--- config.mk ---
export PLATFORM = sky130hd
export DESIGN_NAME = sprite_frame_scheduler
export DESIGN_NICKNAME = d
export VERILOG_FILES = /design/src/rtl/sprite_cmd_pkg.sv /design/src/rtl/sprite_cmd_fifo.sv /design/src/rtl/sprite_frame_scheduler.sv
export SDC_FILE = /design/constraint.sdc
export NUM_CORES = 1
export LEC_CHECK = 0
export CORE_MARGIN = 10
export CORE_UTILIZATION = 35
export DETAILED_ROUTE_END_ITERATION = 10
export SYNTH_ARGS = -nofsm -noshare
export SYNTH_HDL_FRONTEND = slang
export SYNTH_SLANG_ARGS = --single-unit
--- constraint.sdc ---
create_clock -name clk -period 2.3 [get_ports clk]
set_input_delay 0.69 -clock clk [delete_from_list [all_inputs] [get_ports clk]]
set_output_delay 0.69 -clock clk [all_outputs]
set_load 0.01 [all_outputs]
--- src/rtl/sprite_cmd_pkg.sv ---
// Shared definitions for the sprite command bus.
// Command word layout (32 bits):
//   [31:26] component  [25:21] reserved  [20:17] action
//   [16:14] action_type  [13] buffer_toggle  [12:0] data
package sprite_cmd_pkg;

  localparam int CMD_W      = 32;
  localparam int COMP_LSB   = 26;
  localparam int ACTION_LSB = 17;
  localparam int ACTION_MSB = 20;
  localparam int ATYPE_LSB  = 14;
  localparam int TOGGLE_BIT = 13;

  localparam logic [3:0] ACTION_NOP    = 4'b0000;
  localparam logic [3:0] ACTION_UPDATE = 4'b0001;
  localparam logic [3:0] ACTION_COMMIT = 4'b1110;
  localparam logic [3:0] ACTION_SWAP   = 4'b1111;

  localparam logic [5:0] COMP_GLOBAL = 6'd0;
  localparam logic [5:0] COMP_MARIO  = 6'd1;
  localparam logic [5:0] COMP_LUIGI  = 6'd2;
  localparam logic [5:0] COMP_BOWSER = 6'd9;

  typedef struct packed {
    logic [5:0]  component;
    logic [4:0]  rsvd;
    logic [3:0]  action;
    logic [2:0]  action_type;
    logic        buffer_toggle;
    logic [12:0] data;
  } cmd_t;

  typedef enum logic [1:0] {
    ST_IDLE        = 2'd0,
    ST_ISSUE       = 2'd1,
    ST_WAIT_VBLANK = 2'd2,
    ST_SWAP        = 2'd3
  } sched_state_e;

  // Global flip word: every component swaps ping/pong when it sees this.
  function automatic cmd_t swap_word(input logic back);
    cmd_t w;
    w               = '0;
    w.component     = COMP_GLOBAL;
    w.action        = ACTION_SWAP;
    w.buffer_toggle = back;
    return w;
  endfunction

endpackage

--- src/rtl/sprite_cmd_fifo.sv ---
// Single-clock command FIFO.
//   clk, rst_n      : clock, async active-low reset
//   push_i, wdata_i : enqueue (caller guarantees !full_o)
//   pop_i           : dequeue head (caller guarantees !empty_o)
//   head_o          : current head entry
//   full_o, empty_o : occupancy flags
//   count_o         : occupancy, 0..DEPTH
module sprite_cmd_fifo
  import sprite_cmd_pkg::*;
#(
  parameter int DEPTH = 16
) (
  input  logic                     clk,
  input  logic                     rst_n,
  input  logic                     push_i,
  input  cmd_t                     wdata_i,
  input  logic                     pop_i,
  output cmd_t                     head_o,
  output logic                     full_o,
  output logic                     empty_o,
  output logic [$clog2(DEPTH):0]   count_o
);
  localparam int AW = $clog2(DEPTH);

  cmd_t          mem_q [DEPTH];
  logic [AW-1:0] wptr_q, rptr_q;
  logic [AW:0]   cnt_q;

  always_ff @(posedge clk or negedge rst_n) begin
    if (!rst_n) begin
      wptr_q <= '0;
      rptr_q <= '0;
      cnt_q  <= '0;
    end else begin
      if (push_i) wptr_q <= wptr_q + AW'(1);
      if (pop_i)  rptr_q <= rptr_q + AW'(1);
      case ({push_i, pop_i})
        2'b10:   cnt_q <= cnt_q + (AW+1)'(1);
        2'b01:   cnt_q <= cnt_q - (AW+1)'(1);
        default: cnt_q <= cnt_q;
      endcase
    end
  end

  // Storage needs no reset; validity is tracked by the pointers.
  always_ff @(posedge clk) begin
    if (push_i) mem_q[wptr_q] <= wdata_i;
  end

  assign head_o  = mem_q[rptr_q];
  assign full_o  = (cnt_q == (AW+1)'(DEPTH));
  assign empty_o = (cnt_q == '0);
  assign count_o = cnt_q;

endmodule

--- src/rtl/sprite_frame_scheduler.sv ---
// Host-to-sprite command scheduler with tear-free double-buffer swaps.
//   clk, reset            : clock, async active-low reset
//   writedata/write/chipselect : host command port
//   hcount, vcount        : raster position (vcount drives vblank detect)
//   cmd_writedata, cmd_valid   : broadcast command bus (zero when idle)
//   fifo_full, overflow   : FIFO full, sticky dropped-write flag
//   frame_pending         : a commit is queued or waiting for vblank
//   front_buf, frame_count: displayed buffer, number of swaps issued
module sprite_frame_scheduler
  import sprite_cmd_pkg::*;
#(
  parameter int FIFO_DEPTH  = 16,
  parameter int V_ACTIVE    = 480,
  parameter int FRAME_CNT_W = 16
) (
  input  logic                   clk,
  input  logic                   reset,
  input  logic [31:0]            writedata,
  input  logic                   write,
  input  logic                   chipselect,
  input  logic [9:0]             hcount,
  input  logic [9:0]             vcount,
  output logic [31:0]            cmd_writedata,
  output logic                   cmd_valid,
  output logic                   fifo_full,
  output logic                   overflow,
  output logic                   frame_pending,
  output logic                   front_buf,
  output logic [FRAME_CNT_W-1:0] frame_count
);
  localparam int          CW       = $clog2(FIFO_DEPTH) + 1;
  localparam logic [9:0]  V_ACT_L  = V_ACTIVE[9:0];
  localparam logic [CW-1:0] CNT_ONE = CW'(1);

  // Async assert, sync deassert of the internal reset.
  logic rst_s1_q, rst_n;
  always_ff @(posedge clk or negedge reset) begin
    if (!reset) {rst_s1_q, rst_n} <= 2'b00;
    else        {rst_s1_q, rst_n} <= {1'b1, rst_s1_q};
  end

  logic unused_hcount;
  assign unused_hcount = ^hcount;

  // Host decode
  logic [3:0] wr_action;
  logic       host_wr, push, commit_in, drop;
  cmd_t       fifo_head;
  logic       fifo_empty, fifo_full_w;
  logic [CW-1:0] fifo_cnt;

  assign wr_action = writedata[ACTION_MSB:ACTION_LSB];
  assign host_wr   = write & chipselect;
  // Full is judged before any same-cycle pop, so a pop never rescues a write.
  assign drop      = host_wr & ((wr_action == ACTION_SWAP) | fifo_full_w);
  assign push      = host_wr & ~drop;
  assign commit_in = push & (wr_action == ACTION_COMMIT);

  // Vblank edge: one pulse per frame independent of pixel-clock ratio.
  logic in_vblank_q, in_vblank_d_q, vblank_rise;
  always_ff @(posedge clk or negedge rst_n) begin
    if (!rst_n) begin
      in_vblank_q   <= 1'b0;
      in_vblank_d_q <= 1'b0;
    end else begin
      in_vblank_q   <= (vcount >= V_ACT_L);
      in_vblank_d_q <= in_vblank_q;
    end
  end
  assign vblank_rise = in_vblank_q & ~in_vblank_d_q;

  // FSM
  sched_state_e state_q, state_d;
  logic issue_go, swap_go, pop;
  cmd_t cmd_q, cmd_d;
  logic valid_q, valid_d;
  logic front_q, back_q, ovf_q;
  logic [FRAME_CNT_W-1:0] fc_q;
  logic [CW-1:0] pend_q;

  always_ff @(posedge clk or negedge rst_n) begin
    if (!rst_n) begin
      state_q <= ST_IDLE;
      cmd_q   <= '0;
      valid_q <= 1'b0;
    end else begin
      state_q <= state_d;
      cmd_q   <= cmd_d;
      valid_q <= valid_d;
    end
  end

  always_comb begin
    state_d  = state_q;
    issue_go = 1'b0;
    swap_go  = 1'b0;
    case (state_q)
      ST_IDLE: if (!fifo_empty) state_d = ST_ISSUE;
      ST_ISSUE: begin
        if (fifo_empty)                              state_d = ST_IDLE;
        else if (fifo_head.action == ACTION_COMMIT)  state_d = ST_WAIT_VBLANK;
        else begin
          issue_go = 1'b1;
          // Only entries already queued keep us here; a word arriving on
          // this edge goes through IDLE, matching the empty-FIFO latency.
          state_d  = (fifo_cnt > CNT_ONE) ? ST_ISSUE : ST_IDLE;
        end
      end
      ST_WAIT_VBLANK: if (vblank_rise) begin
        swap_go = 1'b1;
        state_d = ST_SWAP;
      end
      ST_SWAP: state_d = fifo_empty ? ST_IDLE : ST_ISSUE;
      default: state_d = ST_IDLE;
    endcase
  end

  always_comb begin
    cmd_d   = '0;
    valid_d = 1'b0;
    if (issue_go) begin
      cmd_d               = fifo_head;
      cmd_d.buffer_toggle = back_q;
      valid_d             = 1'b1;
    end else if (swap_go) begin
      cmd_d   = swap_word(back_q);
      valid_d = 1'b1;
    end
  end

  assign pop = issue_go | swap_go;

  always_ff @(posedge clk or negedge rst_n) begin
    if (!rst_n) begin
      front_q <= 1'b0;
      back_q  <= 1'b1;
      fc_q    <= '0;
      ovf_q   <= 1'b0;
      pend_q  <= '0;
    end else begin
      if (drop) ovf_q <= 1'b1;
      if (swap_go) begin
        front_q <= back_q;
        back_q  <= ~back_q;
        fc_q    <= fc_q + FRAME_CNT_W'(1);
      end
      case ({commit_in, swap_go})
        2'b10:   pend_q <= pend_q + CNT_ONE;
        2'b01:   pend_q <= pend_q - CNT_ONE;
        default: pend_q <= pend_q;
      endcase
    end
  end

  sprite_cmd_fifo #(.DEPTH(FIFO_DEPTH)) u_fifo (
    .clk     (clk),
    .rst_n   (rst_n),
    .push_i  (push),
    .wdata_i (cmd_t'(writedata)),
    .pop_i   (pop),
    .head_o  (fifo_head),
    .full_o  (fifo_full_w),
    .empty_o (fifo_empty),
    .count_o (fifo_cnt)
  );

  assign cmd_writedata = cmd_q;
  assign cmd_valid     = valid_q;
  assign fifo_full     = fifo_full_w;
  assign overflow      = ovf_q;
  assign frame_pending = (pend_q != '0);
  assign front_buf     = front_q;
  assign frame_count   = fc_q;

endmodule

==> results by group, run 1 <==
Clocking
  – Clk pin slew, worst setup/hold paths: 0.06 ns
  – CTS tree: done
  – CTS Hold Bufs: 0
  – Worst-skew pair later-pin latency: 0.63 ns
  – Max Root-Sink Buffers: 3
  – Sink Count: 572
  – CTS root buffer: clkbuf_16
  – Number of H-tree levels: 2
  – CTS buffer count: 57

Worst hold path
  – Hold Path Class: in2async

Status
  – Status: finished, violations left
  – Failing checks: setup timing

Critical path
  – Worst setup SP type: register
  – RR Endpoint: u_fifo.count_o[4]$_DFFE_PN0P_
  – CP Capture Type: register
  – R2R depth: 11
  – Crit path arrival time: 3.19 ns
  – Flop2flop setup slack: -0.36 ns
  – FF-to-FF Start: u_fifo.rptr_q[0]$_DFFE_PN0N_
  – CP Max Fanout: 7
  – Worst endpoint required time: 2.83 ns
  – Crit Path Category: reg2reg

Synth
  – Synth Area in Compound Gates: 1.48%
  – Syn_nets: 1089
  – Top FF cell, synth: edfxtp_1
  – Cell variety after synth: 54
  – Top-count cell post-synth: edfxtp_1
  – Post-synthesis adder-cell area fraction: 0.851%
  – Area contributors post-synth: edfxtp_1, mux4_2, dfrtp_1, ha_1, mux4_1
  – Number of synthesized register bits: 572
  – Post-Syn Area per Cell: 21.7 um2
  – Synth Cell Area: 22100 um2
  – Share of the synthesized area in the top cell type: 67.5%
  – Syn. warnings: 0
  – Synth cell count leaders: edfxtp_1, mux4_2, dfrtp_1
  – Synth Area in Simple Gates: 3.38%
  – Sequential share of the synthesized area: 76.2%
  – Synth area leader: edfxtp_1
  – Post-synth ARST share: 13.3%
  – Cells after Synth: 1018
  – Main combinational cell family by area after synthesis: multiplexers
  – Post-synthesis mux area share: 15.6%
  – EDFF count, synth: 496
  – Xor-xnor portion of the synthesized cell area: 1.19%

Floorplanning
  – Die span in x: 271 um
  – Starting utilization of the core area: 35.5%
  – Die area: 73500 um2
  – Die Span Y: 271 um
  – Core area: 62100 um2
  – # rows: 91
  – I/O Pins: 109

STA
  – Slew HR: 47.0%
  – Final period util: 116%
  – Setup slack after layout: -0.357 ns
  – Fmax: 376 MHz
  – Slew at the pin with the worst max-slew slack: 0.795 ns
  – Final Hold Fails: 0
  – Slew Limit Fails: 0
  – RSZ-0062 raised after global routing: yes
  – Skew final: 0.0279 ns
  – WHS: 0.240 ns
  – Min cycle time layout: 2.66 ns
  – Finish-stage setup viols: 39

Routing
  – Antenna viol nets, final: 0
  – DR vias: 10700
  – DRC Markers: 0
  – Wirelength per Cell: 22.8 um
  – Via-per-instance ratio: 5.00
  – Post-Route WL: 48.7 mm
  – Initial drt markers: 971
  – Pre-Repair DR Iteration Count: 5

Global route
  – Total GRT Usage: 13.2%
  – Antenna violations before repair: 6
  – First-pass GRT wire length: 73.7 mm
  – Total gr overflow: 0
  – Largest net degree at the start of global routing: 53
  – Vias in the first global route: 11300

Place
  – HPWL after DPL: 29.3 mm
  – Port bufs: 92
  – Gpl congestion: 0.745
  – Placed Area: 25200 um2

Finish
  – Area delta synth->final: 24.2%
  – Nets: 1315
  – Design Area, Final: 27400 um2
  – Share of layout cells above drive strength 1: 31.7%

Run
  – Total of max-cap violations: 0

Pwr
  – Power Dens Cells: 1180 nW/um2
  – Max VDD drop: 577 uV
  – Lkg Pwr: 0.00928 uW
## kinds of logic (layout without fill, tap and decap cells)
group	count (synthesis)	after routing
AO/OA/AOI/OAI	42	42
XOR/XNOR	30	30
adder cells (fa/ha/maj)	15	15
buffers and inverters	60	335
flip-flops	572	572
multiplexers	153	153
other	1	3
AND/OR/NAND/NOR	145	145
## registers in the layout (all words and copies together), names as in the netlist, named ones only
register and count:
cmd_valid 1, u_fifo.rptr_q 4, front_buf 1, u_fifo.mem_q 496, overflow 1, frame_count 16, u_fifo.wptr_q 4, in_vblank_q 1
rst_s1_q 1, u_fifo.count_o 5, back_q 1, cmd_writedata 32, rst_n 1, in_vblank_d_q 1, state_q 1, pend_q 5
## layout by cell type (no fill, tap or decap), types with 16 or more instances in the layout
cell type / instances
and2_1: 26
buf_12: 33
buf_4: 81
clkbuf_1: 17
clkbuf_16: 57
clkdlybuf4s50_1: 75
dfrtp_1: 67
edfxtp_1: 496
mux4_2: 145
nand2_1: 33
nor2_1: 16
## layer usage
layer,routed length [um],track usage (%),vias to the layer above
li1,-,-,4637
met1,21200,17.8,5658
met2,23900,21.5,288
met3,2640,2.59,67
met4,880,3.57,4
met5,27,0,-
## through the flow
step | total power, uW | setup TNS [ns] | worst slack (ns) | utilization [%] | cells
6_report | 32400 | -9.78 | -0.357 | 44.1 | 2132
5_1_grt | 33900 | -12.31 | -0.466 | 44.1 | 2131
4_1_cts | 32800 | -10.04 | -0.378 | 44.0 | 2128
3_5_place_dp | 22600 | -348.20 | -1.07 | 40.6 | 2009
3_3_place_gp | 22600 | -341.83 | -1.04 | 40.6 | 2009
2_1_floorplan | 18900 | -158.73 | -0.661 | - | 1018
## critical path: stages, from the launching register on
cell,delay [ns]
dfrtp_4,0.49
buf_12,0.15
buf_12,0.13
mux4_2,0.33
nand3_2,0.08
and3_4,0.20
o41ai_4,0.38
nand2_2,0.13
ha_4,0.20
nand4b_1,0.18
a21oi_2,0.14
xor2_1,0.15
## worst max path at each step
stage	from	to	slack (ns)	cells past startpoint
after CTS	u_fifo.rptr_q[0]$_DFFE_PN0N_	u_fifo.count_o[4]$_DFFE_PN0P_	-0.38	11
after detailed placement	writedata[19]	pend_q[4]$_DFFE_PN0P_	-1.07	13
final	u_fifo.rptr_q[0]$_DFFE_PN0N_	u_fifo.count_o[4]$_DFFE_PN0P_	-0.36	11
after floorplan	writedata[19]	pend_q[4]$_DFFE_PN0P_	-0.66	13
after global placement	writedata[19]	pend_q[4]$_DFFE_PN0P_	-1.04	13
after global routing	u_fifo.rptr_q[0]$_DFFE_PN0N_	u_fifo.count_o[4]$_DFFE_PN0P_	-0.47	11
## layout make-up
type                    instances  area [um2]
fillers                      5282       34700
flip-flops and latches        572       16800
multi-input cells             386        5260
repair buffers                216        2380
clock buffers                  77        1530
well taps                     837        1050
clock inverters                31         299
inverters                      11        41.3
diodes                          2        5.00
## power breakdown
part / switching [uW] / internal (uW)
logic: 5040 / 5760
clock network: 3890 / 5040
registers: 391 / 12200
total: 9320 / 23000
## timing repair
item                                    CTS  global route
resized for setup                        59            14
gates cloned                              3             0
setup buffers                             8             2
pin swaps                                13             9
endpoints found under the setup margin  333            59
hold endpoints to repair                  0             0
No activity file was read; power rests on OpenSTA's default activity.
==> inputs of run 2 (changes only) <==
- REMOVE_ABC_BUFFERS: default -> 1
==> results by group, run 2 (synthesis gave the netlist of run 1 again) <==
Finish
  – Share of layout cells above drive strength 1: 35.1% (+3.4 points)
  – Most common cell after layout, fill and taps aside: edfxtp_1
  – Max FFs per register: 496 (unchanged)
  – Final instance count without filler cells: 2148 (+0.75%)
  – Nets: 1334 (+1.4%)
  – Ant diodes: 0 (-2)
  – Design Area, Final: 27600 um2 (+0.75%)
  – Largest Register: u_fifo.mem_q
  – Area delta synth->final: 25.1%
  – Most frequent cells in the layout: edfxtp_1, mux4_2, buf_4
  – Filler Cell Count: 5266 (-0.30%)

Place
  – Port bufs: 92 (unchanged)
  – Placed Area: 25100 um2 (-0.45%)
  – Gpl congestion: 0.734 (-1.5%)
  – HPWL after DPL: 29.4 mm (+0.30%)
  – Placed insts: 2009 (unchanged)

Clocking
  – CTS tree: done
  – CTS buffer count: 58 (+1.8%)
  – Max Root-Sink Buffers: 3 (unchanged)
  – Sink Count: 572 (unchanged)
  – Number of H-tree levels: 2 (unchanged)
  – Worst-skew pair later-pin latency: 0.61 ns (-0.02 ns)
  – Clk pin slew, worst setup/hold paths: 0.06 ns (about the same)
  – CTS root buffer: clkbuf_16

Status
  – Failing checks: setup timing
  – Status: finished, violations left

Routing
  – Wirelength per Cell: 22.6 um (-1.0%)
  – Pre-Repair DR Iteration Count: 5 (unchanged)
  – DR vias: 10600 (-0.29%)
  – Antenna viol nets, final: 0 (unchanged)
  – Via-per-instance ratio: 4.95 (-1.0%)
  – Initial drt markers: 806 (-17%)
  – DRC Markers: 0 (unchanged)
  – Post-Route WL: 48.5 mm (-0.28%)

STA
  – Setup slack after layout: -0.411 ns (-0.0539 ns)
  – WHS: 0.256 ns (+0.0157 ns)
  – Skew final: 0.0197 ns (-0.00818 ns)
  – Slew Limit Fails: 0 (unchanged)
  – Min cycle time layout: 2.71 ns (+0.0539 ns)
  – Fin Setup TNS: -13.35 ns (-3.57 ns)
  – Final period util: 118% (+2.3 points)
  – Slew at the pin with the worst max-slew slack: 0.737 ns (-0.0579 ns)
  – Finish-stage setup viols: 40 (+2.6%)
  – Slew HR: 50.9% (+3.9 points)
  – Final Hold Fails: 0 (unchanged)
  – Fmax: 369 MHz (-2.0%)
  – RSZ-0062 raised after global routing: yes

Run
  – Total of max-cap violations: 0 (unchanged)

Pwr
  – Power Dens Cells: 1190 nW/um2 (+0.94%)
  – Tot Pwr: 32900 uW (+1.7%)
  – Max VDD drop: 577 uV (about the same)
  – Lkg Pwr: 0.00952 uW (+2.6%)

Global route
  – Total GRT Usage: 13.0% (-0.17 points)
  – Antenna violations before repair: 3 (-3)
  – Total gr overflow: 0 (unchanged)
  – Vias in the first global route: 11300 (-0.18%)
  – Largest net degree at the start of global routing: 63 (+19%)
  – First-pass GRT wire length: 73.0 mm (-0.88%)

Floorplanning
  – I/O Pins: 109 (unchanged)
  – # rows: 91 (unchanged)
  – Core area: 62100 um2 (unchanged)
  – Die span in x: 271 um (unchanged)
  – Die Span Y: 271 um (unchanged)
  – Starting utilization of the core area: 35.5% (unchanged)
  – Die area: 73500 um2 (unchanged)

Critical path
  – Worst endpoint required time: 2.82 ns (about the same)
  – RR Endpoint: u_fifo.count_o[4]$_DFFE_PN0P_
  – Flop2flop setup slack: -0.41 ns (-0.05 ns)
  – FF-to-FF Start: u_fifo.rptr_q[0]$_DFFE_PN0N_
  – Crit path arrival time: 3.23 ns (+0.04 ns)
  – CP Max Fanout: 6 (-1)
  – CP Capture Type: register
  – Crit Path Category: reg2reg
  – R2R depth: 11 (unchanged)
  – Worst setup SP type: register

Worst hold path
  – Hold Path Class: in2async
run 2: changes by cell type in the layout (fill, tap and decap cells not counted), sizes merged, moves of 3 or more:
cell,delta
clkbuf,-10
dlygate4sd2,-3
buf,+16
inv,+3
clkinv,+8
dlymetal6s2s,+6
run 2: power by group:
group | leakage, uW | switching (uW) | internal, uW
clock network | 0.000917 | 3890 | 5240
logic | 0.00319 | 5020 | 6120
registers | 0.00541 | 401 | 12200
run 2: area by class of cell:
type	count	area (um2)	area share, %
flip-flops and latches	572	16800	61.0
multi-input cells	386	5300	19.2
repair buffers	234	2530	9.19
clock buffers	65	1500	5.43
well taps	837	1050	3.80
clock inverters	43	353	1.28
inverters	11	41.3	0.150
run 2: worst max path at each step:
stage / from / end / slack, ns / depth (start not counted)
finish: u_fifo.rptr_q[0]$_DFFE_PN0N_ / u_fifo.count_o[4]$_DFFE_PN0P_ / -0.41 / 11
global route: u_fifo.rptr_q[0]$_DFFE_PN0N_ / u_fifo.count_o[4]$_DFFE_PN0P_ / -0.54 / 11
CTS: u_fifo.rptr_q[0]$_DFFE_PN0N_ / u_fifo.count_o[4]$_DFFE_PN0P_ / -0.44 / 10
detailed placement: writedata[19] / pend_q[4]$_DFFE_PN0P_ / -1.12 / 13
global placement: writedata[19] / pend_q[4]$_DFFE_PN0P_ / -1.12 / 13
floorplan: u_fifo.rptr_q[0]$_DFFE_PN0N_ / u_fifo.count_o[4]$_DFFE_PN0P_ / -5.18 / 9
run 2: metrics by stage:
stage | util [%] | setup slack [ns]
6_report | 44.5 | -0.411
5_1_grt | 44.5 | -0.540
4_1_cts | 43.9 | -0.441
3_5_place_dp | 40.4 | -1.12
3_3_place_gp | 40.4 | -1.12
2_1_floorplan | - | -5.18
run 2: layer usage:
layer | GRT usage, % | share of wire, % | up-vias
met5 | 0 | 0.082 | -
met4 | 2.56 | 1.1 | 6
met3 | 2.94 | 5.4 | 58
met2 | 20.9 | 48 | 241
met1 | 18.0 | 45 | 5651
li1 | - | - | 4667
run 2: worst max-delay path, cell delays in order, from the launching register on:
cell and delay [ns]:
dfrtp_4 0.50, buf_12 0.15, buf_6 0.11, mux4_2 0.34
a22oi_2 0.07, and3_4 0.21, o41ai_4 0.38, nand2_2 0.15
ha_4 0.22, nand4b_1 0.19, a21oi_2 0.17, xor2_1 0.14
run 2: what timing repair did:
item | in CTS | in global routing
hold buffers | 0 | 0
endpoints found under the setup margin | 122 | 203
gates resized for setup | 67 | 42
buffers inserted | 14 | 14
pin swaps | 19 | 23
cloned | 2 | 2
==> inputs of run 3 (changes only) <==
- CAP_MARGIN: default -> 5
==> results of run 3 <==
Final layout, timing and power as in run 2 (identical DEF).
